--- config.mk ---
export PLATFORM = sky130hd
export DESIGN_NAME = odd_issue
export DESIGN_NICKNAME = d
export VERILOG_FILES = /design/src/rtl/odd_issue.sv
export SDC_FILE = /design/constraint.sdc
export NUM_CORES = 1
export LEC_CHECK = 0
export BUFFER_PORTS_ARGS = -buffer_cell sky130_fd_sc_hd__buf_2
export CORE_AREA = 2 2 312 314
export DETAILED_ROUTE_END_ITERATION = 6
export DIE_AREA = 0 0 314 316
export HOLD_SLACK_MARGIN = 0.12
export PLACE_DENSITY_LB_ADDON = 0.15
export REMOVE_ABC_BUFFERS = 1
export SLEW_MARGIN = 20
export SYNTH_ARGS = -nofsm -noshare
export SYNTH_HDL_FRONTEND = slang
export SYNTH_SLANG_ARGS = --single-unit
--- constraint.sdc ---
create_clock -name clk -period 5 [get_ports clk]
set_input_delay 0.25 -clock clk [delete_from_list [all_inputs] [get_ports clk]]
set_output_delay 0.25 -clock clk [all_outputs]
set_load 0.01 [all_outputs]
--- src/rtl/odd_issue.sv ---
// Odd-pipe issue stage: 2-entry instruction queue, operand read, RAW-gated issue to Permute.
// Optional writeback bypass mux enabled by defining ODD_ISSUE_BYPASS_EN (default: stall instead).
module odd_issue #(
    parameter int DEPTH       = 2,
    parameter int STALL_CNT_W = 16
) (
    input  logic                     clk,
    input  logic                     reset,
    input  logic                     in_valid,
    output logic                     in_ready,
    input  logic [0:10]              in_op,
    input  logic [0:2]               in_format,
    input  logic [0:6]               in_rt_addr,
    input  logic [0:6]               in_ra_addr,
    input  logic [0:6]               in_rb_addr,
    input  logic                     in_ra_used,
    input  logic                     in_rb_used,
    input  logic [0:17]              in_imm,
    input  logic                     in_reg_write,
    output logic [0:6]               rf_ra_addr,
    output logic [0:6]               rf_rb_addr,
    input  logic [0:127]             rf_ra_data,
    input  logic [0:127]             rf_rb_data,
    output logic [0:7]               ra_odd_addr,
    output logic [0:7]               rb_odd_addr,
    input  logic                     stall_odd_raw,
    input  logic [0:127]             rt_wb,
    input  logic [0:6]               rt_addr_wb,
    input  logic                     reg_write_wb,
    input  logic                     branch_taken,
    output logic [0:10]              op,
    output logic [0:2]               format,
    output logic [0:6]               rt_addr,
    output logic [0:127]             ra,
    output logic [0:127]             rb,
    output logic [0:17]              imm,
    output logic                     reg_write,
    output logic [0:STALL_CNT_W-1]   stall_count
);

    typedef struct packed {
        logic [0:10] op;
        logic [0:2]  format;
        logic [0:6]  rt;
        logic [0:6]  ra;
        logic [0:6]  rb;
        logic        ra_used;
        logic        rb_used;
        logic [0:17] imm;
        logic        reg_write;
    } entry_t;

    entry_t       mem [DEPTH];
    entry_t       head;
    entry_t       in_entry;
    logic         head_ptr;
    logic         tail_ptr;
    logic [1:0]   count;
    logic         head_valid;
    logic         ra_hit;
    logic         rb_hit;
    logic         bypass_stall;
    logic [0:127] ra_sel;
    logic [0:127] rb_sel;
    logic         issue;
    logic         push;

    assign head       = mem[head_ptr];
    assign head_valid = (count != 2'd0);
    assign in_ready   = (count != DEPTH[1:0]);
    assign push       = in_valid && in_ready && !branch_taken;

    assign in_entry = '{op: in_op, format: in_format, rt: in_rt_addr, ra: in_ra_addr,
                        rb: in_rb_addr, ra_used: in_ra_used, rb_used: in_rb_used,
                        imm: in_imm, reg_write: in_reg_write};

    assign rf_ra_addr  = head.ra;
    assign rf_rb_addr  = head.rb;
    // Empty queue also presents the never-matching address so Permute sees no hazard.
    assign ra_odd_addr = (head_valid && head.ra_used) ? {1'b0, head.ra} : 8'hFF;
    assign rb_odd_addr = (head_valid && head.rb_used) ? {1'b0, head.rb} : 8'hFF;

    assign ra_hit = reg_write_wb && (rt_addr_wb == head.ra);
    assign rb_hit = reg_write_wb && (rt_addr_wb == head.rb);

`ifdef ODD_ISSUE_BYPASS_EN
    assign bypass_stall = 1'b0;
    assign ra_sel       = ra_hit ? rt_wb : rf_ra_data;
    assign rb_sel       = rb_hit ? rt_wb : rf_rb_data;
`else
    logic unused_wb;
    assign unused_wb    = ^rt_wb;
    assign bypass_stall = head_valid && ((head.ra_used && ra_hit) || (head.rb_used && rb_hit));
    assign ra_sel       = rf_ra_data;
    assign rb_sel       = rf_rb_data;
`endif

    assign issue = head_valid && !stall_odd_raw && !branch_taken && !bypass_stall;

    always_ff @(posedge clk) begin
        if (reset) begin
            for (int unsigned i = 0; i < DEPTH; i++) mem[i] <= '0;
            head_ptr    <= 1'b0;
            tail_ptr    <= 1'b0;
            count       <= 2'd0;
            op          <= '0;
            format      <= '0;
            rt_addr     <= '0;
            ra          <= '0;
            rb          <= '0;
            imm         <= '0;
            reg_write   <= 1'b0;
            stall_count <= '0;
        end else begin
            if (branch_taken) begin
                head_ptr <= 1'b0;
                tail_ptr <= 1'b0;
                count    <= 2'd0;
            end else begin
                if (push) begin
                    mem[tail_ptr] <= in_entry;
                    tail_ptr      <= ~tail_ptr;
                end
                if (issue) head_ptr <= ~head_ptr;
                case ({push, issue})
                    2'b10:   count <= count + 2'd1;
                    2'b01:   count <= count - 2'd1;
                    default: count <= count;
                endcase
            end

            if (issue) begin
                op        <= head.op;
                format    <= head.format;
                rt_addr   <= head.rt;
                ra        <= ra_sel;
                rb        <= rb_sel;
                imm       <= head.imm;
                reg_write <= head.reg_write;
            end else begin
                op        <= '0;
                format    <= '0;
                rt_addr   <= '0;
                ra        <= '0;
                rb        <= '0;
                imm       <= '0;
                reg_write <= 1'b0;
            end

            if (head_valid && !branch_taken && !issue && (stall_count != '1))
                stall_count <= stall_count + 1'b1;
        end
    end

endmodule

==> results.cfg, run 1 <==
[status]
outcome = finished clean

[worst_setup_path]
worst-path-buf-inv = 1
crit_chain = mux2i_1 -> xnor2_1 -> a2111oi_0 -> a31oi_1 -> and2_1 -> nor2b_4 -> buf_12 -> and2_1
worst-path-stages = 8
crit_path_max_incr_delay_ns = 0.76
worst_setup_path_type = reg2reg
timing.critical_path.arrival_ns = 4.47
cp_slowest_cell = dfxtp_4
worst-path-max-fanout = 185
end_kind = flop
reg2regPathDepth = 8
timing.critical_path.required_ns = 5.56
cp_top_family = simple AND/OR/NAND/NOR gates
setup.worst_path.start_class = flop
critPathMostFrequentCell = and2_1
rrSetupSlack_ns = 1.08

[power_and_ir_drop]
power_mw = 8.10
power_report.internal_total_mw = 6.29
power.clock.fraction_pct = 48.7
seq_power_share_pct = 45.0
pwr-share-comb_pct = 6.3
leakagePower_nw = 10.7
p_switching_mw = 1.81
p_per_area_nw_per_um2 = 340
switching_share_of_total_power_pct = 22.4
ir_drop_v = 0.000231

[logic_synthesis]
synth_top_family_by_area = simple AND/OR/NAND/NOR gates
syn-cell-area_um2 = 14200
yosys.area_share.adder_pct = 0.177
ys_seq_elements = 429
yosysUniqueCellTypes = 44
ys_seq_area_share_pct = 68.6
synthSimpleGateAreaFrac_pct = 21.0
synth-xor-area-share_pct = 1.24
ys_warn_count = 0
synthCells = 1135
multiplexer_share_of_the_synthesized_area_pct = 4.77
synth_compound_gate_area_share_pct = 1.01
postSynthAreaPerCell_um2 = 12.5

[run]
timing.max_cap.violations = 0

[drt]
routed_wire_length_per_instance_um = 16.7
drc = 0
drt_first_pass_iters = 4
avgViaCountPerCell = 3.40
drt.antenna.violating_nets = 0
detail_route.wirelength_um = 57500
initialDrtViolationCount = 397
detailed_route_via_count = 11687

[timing]
drv_slew = 0
sum_neg_setup_slack_ns = 0
final_hold_vios = 0
timing.max_slew.rel_slack_pct = 40.3
min_period_over_period_pct = 78.3
report.final.setup_viol = 0
hold-worst-slack_ns = 0.207
worst_clock_skew_ns = 0.0238
layout_setup_ws_ns = 1.08
timing.final.crit_period_ns = 3.92
worstMarginPinSlew_ns = 0.896
maxClockFrequency_ghz = 0.255
unrepaired_setup_endpoints_after_global_routing = no

[floorplan]
dieWidth_um = 314
dieHeight_um = 316
io_pins = 796
initial_core_util_pct = 14.8
die-area_um2 = 99200
rows = 114
coreArea_um2 = 96000

[final_layout]
layout_common_cells = buf_2, and2_1, dfxtp_1
core_occupancy_in_the_finished_layout_pct = 24.8
fill_cells = 10361
num-nets-final = 2561
layout_commonest_cell = buf_2
layout.cell_area.non_filler_um2 = 23800
layout-drive-gt1-share_pct = 36.0
instances_no_fill = 3437
syn_to_final_growth_pct = 68.1

[min_path]
hold_path_class = in2reg
hold_path.startpoint = reg_write_wb
holdPathStages = 5

[cts]
tritoncts_num_sinks = 429
numCtsBuffers = 53
clockRootBuffer = clkbuf_16
ctsLongestPathBuffers = 3
buffers_inserted_by_post_cts_timing_repair = 0
clock_transition_time_at_the_flip_flop_clock_pins_of_the_worst_setup_and_hold_paths_ns = 0.06
tritoncts = yes
worstSkewPairLatency_ns = 0.63
post_cts_resize_count = 0
htree_num_levels = 2
post_cts_hold_buffer_count = 315

[global_route]
number_of_antenna_violations_at_the_first_check_in_global_routing = 19
global_route_wire_length_before_repair_um = 82400
grt_max_degree = 186
grt_remaining_overflow = 0
first_global_vias = 12657
grt.total_usage_pct = 11.3

[placed_design]
dp_hpwl_um = 41200
dp_slack_ns = 0.963
placed_instances = 3012
gp_routability_congestion = 0.791
placement.cell_area_um2 = 18800
portBuffers = 667
flip-flops by register name (all words and copies together) (netlist names), named ones only:
| register | flops |
|---|---|
| count | 2 |
| format | 3 |
| head_ptr | 1 |
| imm | 18 |
| mem | 112 |
| op | 11 |
| ra | 128 |
| rb | 128 |
| reg_write | 1 |
| rt_addr | 7 |
| stall_count | 16 |
| tail_ptr | 1 |
worst paths after layout:
path,to
setup / recovery,ra[103]
hold / removal,stall_count[2]
setup reg to reg,ra[103]
hold reg to reg,imm[2]
layer usage:
| metal | track usage, % | vias to the layer above | wire length, um |
|---|---|---|---|
| met5 | 0 | - | 27 |
| li1 | - | 5623 | - |
| met3 | 5.29 | 96 | 6230 |
| met2 | 19.1 | 457 | 28300 |
| met1 | 12.1 | 5507 | 21500 |
| met4 | 4.47 | 4 | 1500 |
layout make-up:
cell class | count | area, um2 | share of cell area, %
Antenna cell | 10 | 25.0 | 0.105
Clock inverter | 16 | 215 | 0.904
Multi-Input combinational cell | 611 | 4040 | 17.0
Timing Repair Buffer | 992 | 6580 | 27.6
Inverter | 19 | 71.3 | 0.300
Tap cell | 1276 | 1600 | 6.71
Sequential cell | 429 | 9710 | 40.8
Clock buffer | 84 | 1560 | 6.57
power groups by stage:
| stage | Sequential (mW) | Clock, mW | Combinational [mW] |
|---|---|---|---|
| after CTS | 3.64 | 4.13 | 0.529 |
| after detailed placement | 3.72 | 0 | 0.309 |
| final | 3.64 | 3.94 | 0.512 |
| after global placement | 3.72 | 0 | 0.308 |
| after global routing | 3.65 | 4.25 | 0.564 |
| after floorplan | 3.72 | 0 | 0.0957 |
kinds of logic after synthesis:
family	after synthesis
DFF	429
muxes	63
buffers and inverters	95
xor gates and xnor gates	20
and+or+nand+nor	503
AOI/OAI and AO/OA	23
adders and majority gates	2
cell usage after synthesis, drive strengths merged:
master | count | share of area, %
and2 | 369 | 16
dfxtp | 317 | 45
edfxtp | 112 | 24
nor2 | 58 | 1.5
mux2i | 53 | 4.0
clkbuf | 48 | 1.3
buf | 28 | 1.5
inv | 19 | 0.50
nand2 | 16 | 0.42
xnor2 | 16 | 0.99
mux2 | 10 | 0.80
a21oi | 9 | 0.32
nor2b | 9 | 0.40
nor4 | 9 | 0.49
nor3 | 7 | 0.25
nand3 | 6 | 0.21
nand4 | 6 | 0.27
or3 | 6 | 0.27
or4 | 5 | 0.27
o21ai | 4 | 0.14
o31ai | 4 | 0.21
or2 | 4 | 0.18
xor2 | 4 | 0.25
nand2b | 3 | 0.13
ha | 2 | 0.18
nor4b | 2 | 0.12
a2111oi | 1 | 0.062
a211oi | 1 | 0.053
a31oi | 1 | 0.044
a32oi | 1 | 0.062
and3 | 1 | 0.044
nand3b | 1 | 0.053
o21bai | 1 | 0.053
o41ai | 1 | 0.062
or4b | 1 | 0.071
tightest hold or removal path: stages:
cell,delay (ns)
buf_2,0.11
nand4_1,0.14
a211oi_1,0.11
xnor2_1,0.13
nor2_1,0.04
Note: power is estimated with default switching activity, not from simulation.
==> run 2, diff against run 1 <==
--- a/config.mk
+++ b/config.mk
@@ -5,10 +5,11 @@
 export SDC_FILE = /design/constraint.sdc
 export NUM_CORES = 1
 export LEC_CHECK = 0
+export ABC_AREA = 1
 export BUFFER_PORTS_ARGS = -buffer_cell sky130_fd_sc_hd__buf_2
-export CORE_AREA = 2 2 312 314
+export CORE_AREA = 2 2 310 312
 export DETAILED_ROUTE_END_ITERATION = 6
-export DIE_AREA = 0 0 314 316
+export DIE_AREA = 0 0 312 314
 export HOLD_SLACK_MARGIN = 0.12
 export PLACE_DENSITY_LB_ADDON = 0.15
 export REMOVE_ABC_BUFFERS = 1
==> constraint.sdc (replaced) <==
create_clock -name clk -period 3.75 [get_ports clk]
set_input_delay 0.1875 -clock clk [delete_from_list [all_inputs] [get_ports clk]]
set_output_delay 0.1875 -clock clk [all_outputs]
set_load 0.01 [all_outputs]
==> run 2 against run 1 <==
Compared with the run above:
- wire length is 3.2% lower
- worst setup slack worse by 0.21 ns
- synthesized cell count is 42% higher
- die area is 1.3% lower
- combinational power is 50% higher
- worst hold slack worse by 0.012 ns
- core utilization is 1.0 points higher
- critical path type unchanged
- largest power group unchanged
- highest routed layer unchanged
==> results.cfg, run 2 <==
[timing]
hold-worst-slack_ns = 0.195
drv_slew = 0
timing.final.crit_period_ns = 2.88
sum_neg_setup_slack_ns = 0
maxClockFrequency_ghz = 0.347
min_period_over_period_pct = 76.8
final_hold_vios = 0
layout_setup_ws_ns = 0.871
worstMarginPinSlew_ns = 0.851
timing.max_slew.rel_slack_pct = 43.3
report.final.setup_viol = 0
worst_clock_skew_ns = 0.0173
unrepaired_setup_endpoints_after_global_routing = no

[cts]
ctsLongestPathBuffers = 3
tritoncts = yes
clockRootBuffer = clkbuf_16
post_cts_resize_count = 0
clock_transition_time_at_the_flip_flop_clock_pins_of_the_worst_setup_and_hold_paths_ns = 0.06
tritoncts_num_sinks = 429
numCtsBuffers = 53
buffers_inserted_by_post_cts_timing_repair = 0
htree_num_levels = 2
post_cts_hold_buffer_count = 316
worstSkewPairLatency_ns = 0.61

[drt]
routed_wire_length_per_instance_um = 14.3
drc = 0
detail_route.wirelength_um = 55700
drt.antenna.violating_nets = 0
detailed_route_via_count = 13466
initialDrtViolationCount = 539
drt_first_pass_iters = 4
avgViaCountPerCell = 3.45

[global_route]
grt.total_usage_pct = 10.9
first_global_vias = 13921
grt_remaining_overflow = 0
global_route_wire_length_before_repair_um = 82000
number_of_antenna_violations_at_the_first_check_in_global_routing = 11
grt_max_degree = 90

[worst_setup_path]
end_kind = flop
worstReg2RegEnd = ra[57]
timing.critical_path.required_ns = 4.22
worst_setup_path_type = reg2reg
timing.critical_path.arrival_ns = 3.35
crit_end = ra[57]
worst-path-max-fanout = 54
setup.worst_path.start_class = flop
reg2regPathDepth = 15
rrSetupSlack_ns = 0.87

[power_and_ir_drop]
power_mw = 10.8
p_per_area_nw_per_um2 = 442
leakagePower_nw = 12.5
ir_drop_v = 0.000282

[logic_synthesis]
synth-xor-area-share_pct = 0.826
yosysUniqueCellTypes = 25
ys_seq_elements = 429
yosys.area_share.adder_pct = 0.169
synth_top_family_by_area = simple AND/OR/NAND/NOR gates
ys_async_sr_fraction_pct = 0
synthCells = 1613
ys_dominant_reg_cell = dfxtp_1
synthSimpleGateAreaFrac_pct = 18.3
postSynthAreaPerCell_um2 = 9.20
synth_common_cells = nor2_1, inv_1, dfxtp_1, nand2_1, edfxtp_1
synth_compound_gate_area_share_pct = 2.13
netlist.top_cell.by_area = dfxtp_1
number_of_enable_type_register_cells_in_the_synthesized_netlist = 112
yosysMostFrequentCell = nor2_1
post_synth_main_area_contributors = dfxtp_1, edfxtp_1, nor2_1
synth_top_cell_area_share_pct = 42.8
syn-cell-area_um2 = 14800
ys_seq_area_share_pct = 65.4
ys_warn_count = 0
multiplexer_share_of_the_synthesized_area_pct = 0

[min_path]
hold_path_class = in2reg

[final_layout]
layout_common_cells = buf_2, nor2_1, inv_1
biggestRegsByFlops = ra (128), rb (128), mem (112)
layout-drive-gt1-share_pct = 31.1
num-nets-final = 3050
syn_to_final_growth_pct = 64.4
instances_no_fill = 3907
layout.cell_area.non_filler_um2 = 24400
core_occupancy_in_the_finished_layout_pct = 25.8
layout_commonest_cell = buf_2
fill_cells = 10413

[placed_design]
dp_hpwl_um = 39900
dp_slack_ns = 0.763
gp_routability_congestion = 0.856
portBuffers = 667
placement.cell_area_um2 = 19500
placed_instances = 3489

[status]
outcome = finished clean

[floorplan]
die-area_um2 = 98000
coreArea_um2 = 94400
io_pins = 796
rows = 113
dieHeight_um = 314
dieWidth_um = 312
initial_core_util_pct = 15.7

[run]
timing.max_cap.violations = 0
==> run 2: changes by cell type after synthesis, sizes merged, moves of 25 or more <==
cell   previous run  this run
and2            369         0
inv              19       363
nor2             58       392
nand2            16       210
mux2i            53         0
a21oi             9        61
nand3             6        37
buf              28        53
==> run 2: cell families (layout without fill, tap and decap cells) <==
kind of cell	after synthesis	count (layout)
and+or+nand+nor	665	665
buffers and inverters	440	1464
DFF	429	429
AOI/OAI and AO/OA	63	63
xor gates and xnor gates	14	14
adders and majority gates	2	2
other	0	5
==> run 2: layout make-up <==
cell class	instances	area [um2]	area share [%]
diodes	5	12.5	0.0513
clock inverters	21	204	0.836
clock buffers	76	1560	6.38
flip-flops and latches	429	9710	39.8
repair buffers	1004	6750	27.7
inverters	363	1370	5.61
well taps	1265	1580	6.49
multi-input cells	744	3210	13.2
==> run 2: worst min path at each step <==
stage | startpoint | to | slack [ns] | cells past startpoint
6_report | stall_odd_raw | head_ptr | 0.20 | 5
5_1_grt | stall_odd_raw | flop | 0.21 | 5
4_1_cts | stall_odd_raw | head_ptr | 0.14 | 5
3_5_place_dp | rf_ra_data[86] | ra[86] | 0.41 | 3
3_3_place_gp | rf_ra_data[85] | ra[85] | 0.40 | 3
2_1_floorplan | reset | stall_count[0] | 0.26 | 1
==> run 2: power by group <==
group	leakage [nW]	switching, mW	internal [mW]	total, mW
clock network	0.870	2.06	3.08	5.15
logic	7.93	0.344	0.426	0.770
registers	3.73	0.0233	4.83	4.86
==> run 2: routing by layer <==
metal	share of wire [%]	GRT usage (%)
met1	40	12.3
met2	50	19.3
met3	7.3	3.66
met4	2.9	3.66
met5	0.081	0
==> run 2: worst max-delay path: stages, from the launching register on <==
cell     delay, ns
dfxtp_2       0.50
buf_12        0.31
nand2_1       0.16
nand2_1       0.11
nand2_1       0.05
nand2_1       0.05
nand2_1       0.06
nor2_1        0.12
nand2_1       0.07
nand2_1       0.06
nand2_1       0.09
nand2_4       0.20
inv_4         0.09
nand2_8       0.18
buf_4         0.49
nor2_1        0.09
